===== src/rtl/conv3_pkg.sv =====
// ============================================================================
// Module   : conv3_pkg
// Brief    : Shared widths, saturation bounds and FSM encoding for conv3_acc.
// Revision : 1.0
// ============================================================================
`default_nettype none

package conv3_pkg;

  localparam int MUL_W     = 22;
  localparam int ACC_W     = 24;
  localparam int OUT_W     = 8;
  localparam int SHIFT_MAX = 23;

  localparam int OUT_MAX   = 127;
  localparam int OUT_MIN   = -128;

  typedef enum logic [1:0] {
    ST_ACC  = 2'd0,
    ST_FIN  = 2'd1,
    ST_HOLD = 2'd2
  } state_t;

endpackage

`default_nettype wire


===== src/rtl/conv3_postproc.sv =====
// ============================================================================
// Module   : conv3_postproc
// Brief    : Bias add, rounding arithmetic right shift, ReLU and saturation.
// Revision : 1.0
// ============================================================================
`default_nettype none

module conv3_postproc #(
  parameter int ACC_W = 24,
  parameter int OUT_W = 8
) (
  input  logic signed [ACC_W-1:0] i_acc,
  input  logic signed [15:0]      i_bias,
  input  logic        [4:0]       i_shift,
  input  logic                    i_relu_en,
  output logic signed [OUT_W-1:0] o_data,
  output logic                    o_sat
);

  import conv3_pkg::*;

  // One guard bit beyond ACC_W+1 so the rounding offset can never wrap.
  localparam int SW = ACC_W + 2;

  logic        [4:0]    w_shift;
  logic signed [SW-1:0] w_sum;
  logic signed [SW-1:0] w_half;
  logic signed [SW-1:0] w_shr;
  logic signed [SW-1:0] w_res;

  always_comb begin
    w_shift = (i_shift > 5'(SHIFT_MAX)) ? 5'(SHIFT_MAX) : i_shift;
    w_sum   = $signed({{(SW-ACC_W){i_acc[ACC_W-1]}}, i_acc})
            + $signed({{(SW-16){i_bias[15]}}, i_bias});
    w_half  = (w_shift == 5'd0) ? '0 : (SW'(1) <<< (w_shift - 5'd1));
    w_shr   = (w_sum + w_half) >>> w_shift;

    w_res = w_shr;
    if (i_relu_en && (w_shr < 0)) begin
      w_res = '0;
    end

    o_sat  = 1'b0;
    o_data = w_res[OUT_W-1:0];
    if (w_res > SW'(OUT_MAX)) begin
      o_data = OUT_W'(OUT_MAX);
      o_sat  = 1'b1;
    end else if (w_res < SW'(OUT_MIN)) begin
      o_data = OUT_W'(OUT_MIN);
      o_sat  = 1'b1;
    end
  end

endmodule

`default_nettype wire


===== src/rtl/conv3_acc.sv =====
// ============================================================================
// Module   : conv3_acc
// Brief    : Accumulates N_STEPS conv3 partial sums per pixel, requantizes and
//            presents the signed result on a valid/ready port.
// Revision : 1.0
// ============================================================================
`default_nettype none

module conv3_acc #(
  parameter int N_STEPS = 4,
  parameter int MUL_W   = conv3_pkg::MUL_W,
  parameter int ACC_W   = conv3_pkg::ACC_W,
  parameter int OUT_W   = conv3_pkg::OUT_W
) (
  input  logic                    clk,
  input  logic                    rst_n,
  input  logic                    clear,
  input  logic                    in_valid,
  output logic                    in_ready,
  input  logic signed [MUL_W-1:0] mul_plus,
  output logic        [1:0]       sel,
  input  logic signed [15:0]      bias,
  input  logic        [4:0]       shift,
  input  logic                    relu_en,
  output logic                    out_valid,
  input  logic                    out_ready,
  output logic signed [OUT_W-1:0] out_data,
  output logic                    out_sat
);

  import conv3_pkg::*;

  // N_STEPS must stay within 1..4; the step index is only 2 bits wide.
  localparam logic [1:0] C_LAST = 2'(N_STEPS - 1);

  state_t                  r_state;
  logic        [1:0]       r_cnt;
  logic signed [ACC_W-1:0] r_acc;
  logic                    r_in_ready;
  logic                    r_out_valid;
  logic signed [OUT_W-1:0] r_out_data;
  logic                    r_out_sat;

  logic                    w_beat;
  logic signed [ACC_W-1:0] w_mul_ext;
  logic signed [OUT_W-1:0] w_pp_data;
  logic                    w_pp_sat;

  assign w_beat    = in_valid && r_in_ready;
  assign w_mul_ext = $signed({{(ACC_W-MUL_W){mul_plus[MUL_W-1]}}, mul_plus});

  assign in_ready  = r_in_ready;
  assign sel       = r_cnt;
  assign out_valid = r_out_valid;
  assign out_data  = r_out_data;
  assign out_sat   = r_out_sat;

  conv3_postproc #(
    .ACC_W (ACC_W),
    .OUT_W (OUT_W)
  ) u_postproc (
    .i_acc     (r_acc),
    .i_bias    (bias),
    .i_shift   (shift),
    .i_relu_en (relu_en),
    .o_data    (w_pp_data),
    .o_sat     (w_pp_sat)
  );

  always_ff @(posedge clk or negedge rst_n) begin
    if (!rst_n) begin
      r_state     <= ST_ACC;
      r_cnt       <= 2'd0;
      r_acc       <= '0;
      r_in_ready  <= 1'b1;
      r_out_valid <= 1'b0;
      r_out_data  <= '0;
      r_out_sat   <= 1'b0;
    end else if (clear) begin
      r_state     <= ST_ACC;
      r_cnt       <= 2'd0;
      r_acc       <= '0;
      r_in_ready  <= 1'b1;
      r_out_valid <= 1'b0;
    end else begin
      case (r_state)
        ST_ACC: begin
          if (w_beat) begin
            r_acc <= r_acc + w_mul_ext;
            if (r_cnt == C_LAST) begin
              r_cnt      <= 2'd0;
              r_in_ready <= 1'b0;
              r_state    <= ST_FIN;
            end else begin
              r_cnt <= r_cnt + 2'd1;
            end
          end
        end
        ST_FIN: begin
          r_out_data  <= w_pp_data;
          r_out_sat   <= w_pp_sat;
          r_out_valid <= 1'b1;
          r_state     <= ST_HOLD;
        end
        ST_HOLD: begin
          if (r_out_valid && out_ready) begin
            r_out_valid <= 1'b0;
            r_acc       <= '0;
            r_in_ready  <= 1'b1;
            r_state     <= ST_ACC;
          end
        end
        default: begin
          r_state    <= ST_ACC;
          r_cnt      <= 2'd0;
          r_in_ready <= 1'b1;
        end
      endcase
    end
  end

endmodule

`default_nettype wire


===== config.mk =====
export PLATFORM = sky130hd
export DESIGN_NAME = conv3_acc
export DESIGN_NICKNAME = d
export VERILOG_FILES = /design/src/rtl/conv3_pkg.sv /design/src/rtl/conv3_postproc.sv /design/src/rtl/conv3_acc.sv
export SDC_FILE = /design/constraint.sdc
export NUM_CORES = 1
export LEC_CHECK = 0
export ABC_AREA = 1
export CORE_ASPECT_RATIO = 1.2
export CORE_MARGIN = 10
export CORE_UTILIZATION = 40
export CTS_CLUSTER_DIAMETER = 120
export CTS_CLUSTER_SIZE = 14
export DETAILED_ROUTE_END_ITERATION = 10
export HOLD_SLACK_MARGIN = 0.15
export PLACE_DENSITY = 0.55
export SYNTH_ARGS = -nofsm -noshare
export SYNTH_HDL_FRONTEND = slang
export SYNTH_SLANG_ARGS = --single-unit

===== constraint.sdc =====
create_clock -name clk -period 7.73 [get_ports clk]
set_input_delay 2.319 -clock clk [delete_from_list [all_inputs] [get_ports clk]]
set_output_delay 2.319 -clock clk [all_outputs]
set_load 0.01 [all_outputs]

==> impl_metrics.yaml <==
detailed_routing:
  drc: 0
  first_pass_iters: 6
  drt_iter0_drc: 531
  wl_per_cell_um: 15.19
  totalWireLength_um: 25590
  avgViaCountPerCell: 5.112
  ant_nets: 0
  routed-via-count: 8614
grt:
  antenna_found_initial: 0
  overflow: 0
  grt_pass1_wl_um: 40970
  grt_max_degree: 40
  grt_pass1_vias: 8327
  grt_usage: 0.1997
timing:
  setup_viol: 0
  hold-worst-slack_ns: 0.4959
  fin_ws_ns: 0.5059
  hold_viol: 0
  finalCriticalPeriod_ns: 7.224
  slew_viol_final: 0
  timing.fmax_ghz: 0.1384
  grt_setup_unrepaired: "yes"
  finalCritPeriodShare: 0.9346
  setup-tns-final_ns: 0
  finClkSkew_ns: 0.01180
  max-slew-margin-rel: 0.3636
  worst_pin_slew_ns: 0.9547
yosys:
  synth_ff_type: "dfrtp_1"
  synth_area_per_cell_um2: 5.575
  synth_top_family_by_area: "simple AND/OR/NAND/NOR gates"
  synthAdderAreaFrac: 0.1342
  synth_edf_count: 0
  synthSimpleGateAreaFrac: 0.4587
  synthXorXnorAreaFrac: 0.03790
  yosysSeqAreaShare: 0.1281
  syn-instance-count: 1368
  yosysTopAreaCell: "nand2_1"
  synth_compound_gate_area_share: 0.1224
  synthTopCellsByArea: "nand2_1 25%, ha_1 13%, dfrtp_1 12%"
  syn_area_mm2: 0.007626
  yosys.area.top_type_share: 0.2515
  yosysWarnings: 0
  synth_mux_area_frac: 0.002625
  async_reset_ff_frac: 1.000
  ys_ff_latch: 39
  synth.distinct_cells: 51
cells_and_area:
  fin_cells: 1685
  drive_gt1_frac: 0.06018
  num-nets-final: 1557
  final_util: 0.4673
  area_growth_pct: 15.11
  num_antenna_cells: 0
  fillers: 2111
placed_design:
  gp_congestion: 1.022
  numPortBuffers: 61
  dpl_worst_slack_ns: 0.1172
  place_hpwl_um: 21750
  dp_cells: 1676
worst_setup_path:
  path_common_cell: "nand2_1"
  startpoint_type: "primary input"
  cp-end-kind: "flop"
  critical_path.max_stage_delay_ns: 0.45
  rrSetupSlack_ns: 2.50
  cp.required_ns: 7.92
  worst-setup-path-type: "in -> reg"
  slowest_stage: "clkdlybuf4s50_1"
  cp_max_fo: 8
  arrival_ns: 7.41
clock_tree:
  clk_latency_ns: 0.30
  cts.clk_slew.worst_paths_ns: 0.07
  clock-sinks: 39
  cts_max_level: 2
  hold_buffers: 0
  cts-root-buf: "clkbuf_16"
  cts_tree: "built"
  cts_made_buffers: 5
  cts_buffer_depth: 2
power_and_ir_drop:
  ir_drop_uv: 110.6
  p_leak_nw: 4.945
  p_per_area_mw_per_mm2: 359.1
floorplanning:
  rows: 55
  start_util: 0.4059
  dieArea_mm2: 0.02501
  die_h_um: 171.3
  ios: 62
  die_w_um: 146.0
  core-area_mm2: 0.01879
hold_path:
  worstHoldPathType: "reg -> reg"
outcome:
  run_status: "finished, final reports clean"
flow_run:
  cap_viol_max_count: 0
## through the flow
| step | power, mW | instance area [um^2] |
|---|---|---|
| finish | 3.152 | 8778 |
| global route | 3.527 | 8778 |
| CTS | 3.115 | 8696 |
| detailed placement | 2.878 | 8547 |
| global placement | 2.877 | 8547 |
| floorplan | 2.207 | 7630 |
## where the power goes
group	internal, mW	switching (mW)
Clock	0.121	0.0965
Sequential	0.292	0.0789
Combinational	0.913	1.65
## state kept, by name (all words and copies together) (netlist names)
name,count
in_ready,1
out_data,8
out_sat,1
out_valid,1
r_acc,24
r_state,2
sel,2
## cells in the mapped netlist, types with 6 or more instances
cell / instances
o21ai_0: 44
a21oi_1: 72
nand2_1: 511
nor4_1: 8
xnor2_1: 9
inv_1: 192
nand3_2: 6
nand2_2: 12
dfrtp_1: 38
a31oi_1: 8
nand3_1: 144
xor2_1: 24
clkbuf_1: 11
nor2_2: 8
nor2_1: 100
buf_2: 9
ha_1: 77
nand4_1: 18
## worst max-delay path: cells and delay by family
kind | cells | cell delay (ns)
AND/OR/NAND/NOR | 31 | 3.00
AO/OA/AOI/OAI | 4 | 0.66
adder cells (fa/ha/maj) | 2 | 0.66
buffers and inverters | 3 | 0.57
XOR/XNOR | 1 | 0.16
## worst paths after layout
path | from | cells after the start | to
worst max-delay path | bias[2] | 41 | out_data[6]$_DFFE_PN0P_
worst min-delay path | out_data[7]$_DFFE_PN0P_ | 2 | out_data[7]$_DFFE_PN0P_
worst max register to register | r_acc[2]$_DFFE_PN0P_ | 40 | out_data[6]$_DFFE_PN0P_
worst min register to register | out_data[7]$_DFFE_PN0P_ | 2 | out_data[7]$_DFFE_PN0P_
max in group asynchronous | rst_n | 1 | r_acc[17]$_DFFE_PN0P_
min in group asynchronous | rst_n | 1 | r_state[0]$_DFFE_PN0P_
## routing by layer
layer  routed length, um  global-route usage  vias to the layer above
li1                    -                   -                     4522
met5                   0                   0                        -
met4                1139             0.09935                        0
met2               12320              0.3497                      224
met3                1062             0.02470                       53
met1               11070              0.2372                     3815
## cells in the final DEF, fill, tap and decap left out, types with 3 or more instances in the layout
| master | instances |
|---|---|
| a21o_1 | 5 |
| a21oi_1 | 68 |
| a21oi_2 | 4 |
| a221oi_1 | 3 |
| a31oi_1 | 8 |
| a32o_1 | 3 |
| buf_4 | 16 |
| clkbuf_16 | 5 |
| clkdlybuf4s50_1 | 60 |
| clkinv_1 | 5 |
| dfrtp_1 | 38 |
| fa_1 | 3 |
| ha_1 | 74 |
| inv_1 | 192 |
| inv_2 | 3 |
| nand2_1 | 508 |
| nand2_2 | 15 |
| nand2_4 | 3 |
| nand3_1 | 142 |
| nand3_2 | 8 |
| nand3b_1 | 3 |
| nand4_1 | 18 |
| nor2_1 | 94 |
| nor2_2 | 13 |
| nor3_1 | 5 |
| nor4_1 | 8 |
| o211ai_1 | 5 |
| o21ai_0 | 43 |
| o21bai_1 | 4 |
| o221ai_1 | 3 |
| or2_2 | 5 |
| xnor2_1 | 9 |
| xor2_1 | 24 |
## cells by family (layout without fill, tap and decap cells)
group	Yosys count	after routing
adder cells (fa/ha/maj)	80	80
multiplexers	2	2
buffers and inverters	226	286
other	1	2
AND/OR/NAND/NOR	826	826
XOR/XNOR	33	33
AO/OA/AOI/OAI	161	161
flip-flops	39	39
## final cells by class
| cell class | instances | area (um^2) | area share |
|---|---|---|---|
| multi-input combinational | 1104 | 5849 | 0.6663 |
| sequential | 39 | 977.2 | 0.1113 |
| inverter | 201 | 757.0 | 0.08623 |
| timing repair buffer | 77 | 725.7 | 0.08267 |
| tap | 256 | 320.3 | 0.03649 |
| clock buffer | 5 | 125.1 | 0.01425 |
| clock inverter | 3 | 23.77 | 0.002708 |
## repair_timing
item | 4_1_cts | 5_1_grt
endpoints found under the setup margin | 0 | 8
gates resized for setup | 0 | 21
setup buffers | 0 | 1
Note: power is estimated with default switching activity, not from simulation.
